<file path="src/rtl/debounce_pkg.sv">
// Shared widths, scanner state encoding and event payload for the debounce bus scanner.
package debounce_pkg;
    localparam int ADDR_W = 3;
    localparam int DATA_W = 8;

    typedef enum logic [2:0] {
        IDLE,
        DRIVE,
        SETTLE,
        SAMPLE,
        CMP,
        PUSH,
        NEXT
    } scan_state_t;

    typedef struct packed {
        logic [ADDR_W-1:0] addr;
        logic [DATA_W-1:0] data;
        logic [DATA_W-1:0] diff;
    } scan_evt_t;
endpackage

</file>
<file path="src/rtl/debounce_evt_fifo.sv">
// First-word fall-through event FIFO; a push into a full FIFO succeeds when a pop happens in the same cycle.
module debounce_evt_fifo
    import debounce_pkg::*;
#(
    parameter int DEPTH = 4
) (
    input  logic      clk,
    input  logic      rst,
    input  logic      push,
    input  scan_evt_t push_data,
    output logic      full,
    input  logic      pop,
    output logic      valid,
    output scan_evt_t head
);
    localparam int PTR_W = $clog2(DEPTH);

    logic [PTR_W:0] wr_ptr_reg;
    logic [PTR_W:0] rd_ptr_reg;
    scan_evt_t      mem_reg [DEPTH];
    logic           do_push;
    logic           do_pop;

    // Extra pointer bit separates the full and empty cases when the indices match.
    assign valid   = (wr_ptr_reg != rd_ptr_reg);
    assign full    = (wr_ptr_reg[PTR_W] != rd_ptr_reg[PTR_W]) &&
                     (wr_ptr_reg[PTR_W-1:0] == rd_ptr_reg[PTR_W-1:0]);
    assign do_pop  = pop && valid;
    assign do_push = push && (!full || do_pop);

    always_ff @(posedge clk or posedge rst) begin
        if (rst) begin
            wr_ptr_reg <= '0;
            rd_ptr_reg <= '0;
        end else begin
            if (do_push) wr_ptr_reg <= wr_ptr_reg + 1'b1;
            if (do_pop)  rd_ptr_reg <= rd_ptr_reg + 1'b1;
        end
    end

    always_ff @(posedge clk) begin
        if (do_push) mem_reg[wr_ptr_reg[PTR_W-1:0]] <= push_data;
    end

    assign head = valid ? mem_reg[rd_ptr_reg[PTR_W-1:0]] : '0;
endmodule

</file>
<file path="src/rtl/debounce_bus_scanner.sv">
// Round-robin scanner for addressable debouncer chips on a shared bus, emitting change events.
// Optional DEBOUNCE_SCAN_IRQ_EN adds a registered irq output for pending, unaccepted events.
module debounce_bus_scanner
    import debounce_pkg::*;
#(
    parameter int NUM_CHIPS     = 8,
    parameter int SETTLE_CYCLES = 2,
    parameter int FIFO_DEPTH    = 4
) (
    input  logic              clk,
    input  logic              rst,
    input  logic              scan_en,
    output logic [ADDR_W-1:0] aBus,
    input  logic [DATA_W-1:0] dBus,
    output logic              evt_valid,
    input  logic              evt_ready,
    output logic [ADDR_W-1:0] evt_addr,
    output logic [DATA_W-1:0] evt_data,
    output logic [DATA_W-1:0] evt_diff,
`ifdef DEBOUNCE_SCAN_IRQ_EN
    output logic              irq,
`endif
    output logic              busy
);
    localparam logic [ADDR_W-1:0] LAST_ADDR   = ADDR_W'(NUM_CHIPS - 1);
    localparam logic [3:0]        SETTLE_LOAD = 4'(SETTLE_CYCLES - 1);

    scan_state_t       state_reg;
    scan_state_t       state_next;
    logic [ADDR_W-1:0] cur_addr_reg;
    logic [ADDR_W-1:0] abus_reg;
    logic [3:0]        settle_cnt_reg;
    logic [DATA_W-1:0] sample_reg;
    logic [DATA_W-1:0] diff_reg;
    logic [DATA_W-1:0] shadow_reg [NUM_CHIPS];
    logic              prime_reg;
    logic              fifo_full;
    logic              fifo_push;
    logic              fifo_pop;
    scan_evt_t         push_evt;
    scan_evt_t         head_evt;

    assign fifo_pop = evt_valid && evt_ready;
    assign push_evt = {cur_addr_reg, sample_reg, diff_reg};

    always_comb begin
        state_next = state_reg;
        fifo_push  = 1'b0;
        case (state_reg)
            IDLE:    if (scan_en) state_next = DRIVE;
            DRIVE:   state_next = SETTLE;
            SETTLE:  if (settle_cnt_reg == '0) state_next = SAMPLE;
            SAMPLE:  state_next = CMP;
            CMP:     state_next = ((diff_reg != '0) && !prime_reg) ? PUSH : NEXT;
            // Hold the chip (and aBus) until the FIFO has room; a same-cycle pop frees a slot.
            PUSH: begin
                if (!fifo_full || fifo_pop) begin
                    fifo_push  = 1'b1;
                    state_next = NEXT;
                end
            end
            NEXT:    state_next = scan_en ? DRIVE : IDLE;
            default: state_next = IDLE;
        endcase
    end

    always_ff @(posedge clk or posedge rst) begin
        if (rst) begin
            state_reg      <= IDLE;
            cur_addr_reg   <= '0;
            abus_reg       <= '0;
            settle_cnt_reg <= '0;
            sample_reg     <= '0;
            diff_reg       <= '0;
            prime_reg      <= 1'b1;
        end else begin
            state_reg <= state_next;
            case (state_reg)
                DRIVE: begin
                    abus_reg       <= cur_addr_reg;
                    settle_cnt_reg <= SETTLE_LOAD;
                end
                SETTLE: if (settle_cnt_reg != '0) settle_cnt_reg <= settle_cnt_reg - 1'b1;
                SAMPLE: begin
                    sample_reg <= dBus;
                    diff_reg   <= dBus ^ shadow_reg[cur_addr_reg];
                end
                NEXT: begin
                    if (cur_addr_reg == LAST_ADDR) begin
                        cur_addr_reg <= '0;
                        prime_reg    <= 1'b0;
                    end else begin
                        cur_addr_reg <= cur_addr_reg + 1'b1;
                    end
                end
                default: ;
            endcase
        end
    end

    for (genvar gi = 0; gi < NUM_CHIPS; gi++) begin : g_shadow
        always_ff @(posedge clk or posedge rst) begin
            if (rst)
                shadow_reg[gi] <= '0;
            else if (state_reg == CMP && cur_addr_reg == ADDR_W'(gi))
                shadow_reg[gi] <= sample_reg;
        end
    end

    debounce_evt_fifo #(
        .DEPTH (FIFO_DEPTH)
    ) u_fifo (
        .clk       (clk),
        .rst       (rst),
        .push      (fifo_push),
        .push_data (push_evt),
        .full      (fifo_full),
        .pop       (fifo_pop),
        .valid     (evt_valid),
        .head      (head_evt)
    );

    assign aBus     = abus_reg;
    assign busy     = (state_reg != IDLE);
    assign evt_addr = head_evt.addr;
    assign evt_data = head_evt.data;
    assign evt_diff = head_evt.diff;

`ifdef DEBOUNCE_SCAN_IRQ_EN
    logic irq_reg;
    always_ff @(posedge clk or posedge rst) begin
        if (rst) irq_reg <= 1'b0;
        else     irq_reg <= evt_valid && !evt_ready;
    end
    assign irq = irq_reg;
`endif
endmodule
</file>
<file path="config.mk">
export PLATFORM = sky130hd
export DESIGN_NAME = debounce_bus_scanner
export DESIGN_NICKNAME = d
export VERILOG_FILES = /design/src/rtl/debounce_pkg.sv /design/src/rtl/debounce_evt_fifo.sv /design/src/rtl/debounce_bus_scanner.sv
export SDC_FILE = /design/constraint.sdc
export NUM_CORES = 1
export LEC_CHECK = 0
export CORE_ASPECT_RATIO = 1.75
export CORE_UTILIZATION = 45
export DETAILED_ROUTE_END_ITERATION = 12
export PLACE_DENSITY_LB_ADDON = 0.05
export SLEW_MARGIN = 10
export SYNTH_ARGS = -nofsm -noshare
export SYNTH_HDL_FRONTEND = slang
export SYNTH_SLANG_ARGS = --single-unit
</file>
<file path="constraint.sdc">
create_clock -name clk -period 5.1 [get_ports clk]
set_input_delay 0.765 -clock clk [delete_from_list [all_inputs] [get_ports clk]]
set_output_delay 0.765 -clock clk [all_outputs]
set_load 0.1 [all_outputs]
</file>
==> impl_metrics.toml <==
[yosys]
syn_avg_cell_area_um2 = 16.75
synth.net_count = 475
synth.most_common_cell = "dfrtp_1"
postSynth.asyncResetShare = 0.5682
synth_top_cell_area_share = 0.3280
ys_warn_count = 0
synth.largest_area_cell = "dfrtp_1"
yosysUniqueCellTypes = 46
yosys-top-cells-count = "dfrtp_1, edfxtp_1, mux2_2"
synth-seq-cells = 176
synthTopCellsByArea = "dfrtp_1, edfxtp_1, mux4_2"
syn_area_mm2 = 0.007553
synth_edf_count = 76
synthCells = 451
ys.flop_type = "dfrtp_1"
ys_seq_area_frac = 0.6336

[route]
num_vias = 3879
viasPerCell = 5.328
routedWlPerCell_um = 19.67
drtAntennaViolNets = 0
first_pass_iters = 4
route.detailed.drc = 0
routed_wl_um = 14320
first_iter_violations = 216

[clock_tree]
cts_max_level = 4
clockBufferDepth = 2
holdBufCountCts = 0
numCtsBuffers = 17
cts_tree = "yes"
clk-insertion-delay-late_ns = 0.43
postCtsSetupBuffers = 0
clockRootBuffer = "clkbuf_16"
clk_pin_slew_ns = 0.08
ctsResizeCount = 0
cts_sinks = 176

[timing]
hold_ws_ns = 0.4806
period_needed_ns = 3.362
fmax_ghz = 0.2975
setup_viol = 0
setup_tns_ns = 0
skew_ns = 0.01665
period_share = 0.6592
hold_viol = 0
rsz0062_at_grt = "false"
slew-limit-headroom = 0.2796
tightest_slew_ns = 1.081
drv_slew = 0

[placed_design]
place_congestion = 0.7083
io_buffers = 35
hpwl_um = 9070
place_area_mm2 = 0.008070

[critical_path]
crit_fanout = 22
critical_path_required_ns = 4.34
crit_top_cell = "buf_4"
path_buf_inv = 2
cp_data_arrival_time_ns = 2.60
critical_path_class = "reg -> out"
slowest_stage = "nand3b_1"
crit_family = "simple AND/OR/NAND/NOR gates"
cp_slowest_stage_delay_ns = 0.59
crit_path_end_kind = "output port"
cp-start-kind = "flip-flop"
crit_chain = "buf_4 -> xnor2_1 -> nand3b_1 -> and2_1 -> buf_4"

[die]
pin_count = 36
die_w_um = 99.94
die_y_um = 173.4
initial_core_util = 0.4593
fp-row-count = 62
core_mm2 = 0.01645
die_area_mm2 = 0.01733

[grt]
first_global_vias = 4089
gr-usage-all-layers = 0.1806
antenna_found_initial = 0
grt_max_degree = 74
grt-ovfl-total = 0
grt_pass1_wl_um = 23200

[cells_and_area]
diodes = 0
postLayoutCellArea_mm2 = 0.008665
syn2layout_area_growth_pct = 14.71
finalNetCount = 515
largest_reg_flops = 76
fillCellCount = 1380
drive_above_1_share = 0.2917

[outcome]
status = "complete, no violations"

[job]
drv_cap = 0

[hold_path]
hold_path_class = "reg -> reg"
==> placed cells by master, fill, tap and decap left out, types with 4 or more instances in the layout <==
cell,instances
mux2_2,44
mux2_1,32
mux2i_1,9
nor2_1,5
inv_1,9
nand4_1,4
dfrtp_1,99
nor3_1,4
ha_1,12
and2_1,24
xor2_1,10
nand2_1,15
buf_4,26
inv_8,4
edfxtp_1,76
o21ai_1,9
mux4_2,35
xnor2_1,8
o21ai_0,4
clkinv_8,4
clkbuf_16,17
clkdlybuf4s50_1,15
==> layout make-up <==
class | count | area [µm²] | area share
well taps | 224 | 280.3 | 0.03235
clock buffers | 17 | 425.4 | 0.04910
repair buffers | 41 | 345.3 | 0.03986
inverters | 11 | 46.29 | 0.005343
clock inverters | 15 | 168.9 | 0.01949
flip-flops and latches | 176 | 4786 | 0.5523
multi-input cells | 244 | 2613 | 0.3015
==> path summary, 6_finish.rpt <==
path / start / endpoint / slack [ns] / cells after the start
max in group asynchronous: rst / shadow_reg[9] / 3.23 / 3
min in group asynchronous: rst / aBus[0] / 0.89 / 2
max reg2reg: u_fifo.rd_ptr_reg[0] / u_fifo.mem_reg[3][17] / 2.47 / 5
min: prime_reg / prime_reg / 0.48 / 2
max: u_fifo.rd_ptr_reg[0] / evt_diff[4] / 1.74 / 5
min reg2reg: prime_reg / prime_reg / 0.48 / 2
==> metrics by stage <==
stage	std cells	util	setup WS (ns)
2_1_floorplan	451	-	1.682
3_3_place_gp	696	0.4907	2.084
3_5_place_dp	696	0.4907	2.060
4_1_cts	728	0.5269	1.615
5_1_grt	728	0.5269	1.465
6_report	728	0.5269	1.738
==> routing by layer <==
layer / vias to the layer above / global-route usage / part of all wire
met5: - / 0 / 0
met4: 0 / 0.07230 / 0.020
met3: 22 / 0.02944 / 0.025
met2: 75 / 0.3158 / 0.54
met1: 2007 / 0.2200 / 0.42
li1: 1775 / - / -
==> cells by family after synthesis <==
kind of cell / count (synthesis) / share of synthesized area
compound gates: 22 / 0.01855
mux: 120 / 0.2296
flops: 176 / 0.6336
xor+xnor: 18 / 0.02087
simple gates: 72 / 0.05698
fa+ha+maj: 12 / 0.01988
buf+inv: 31 / 0.02054
==> worst reg2reg max path: stages, from the launching register on <==
cell and delay [ns]:
dfrtp_1 0.33, buf_4 0.39, xnor2_1 0.21, a41oi_2 0.35, and2_1 0.83, buf_4 0.24
Power is left out: the tool's default activity adds up to more than one toggle a clock period on the data nets, which glitch-free logic cannot reach.
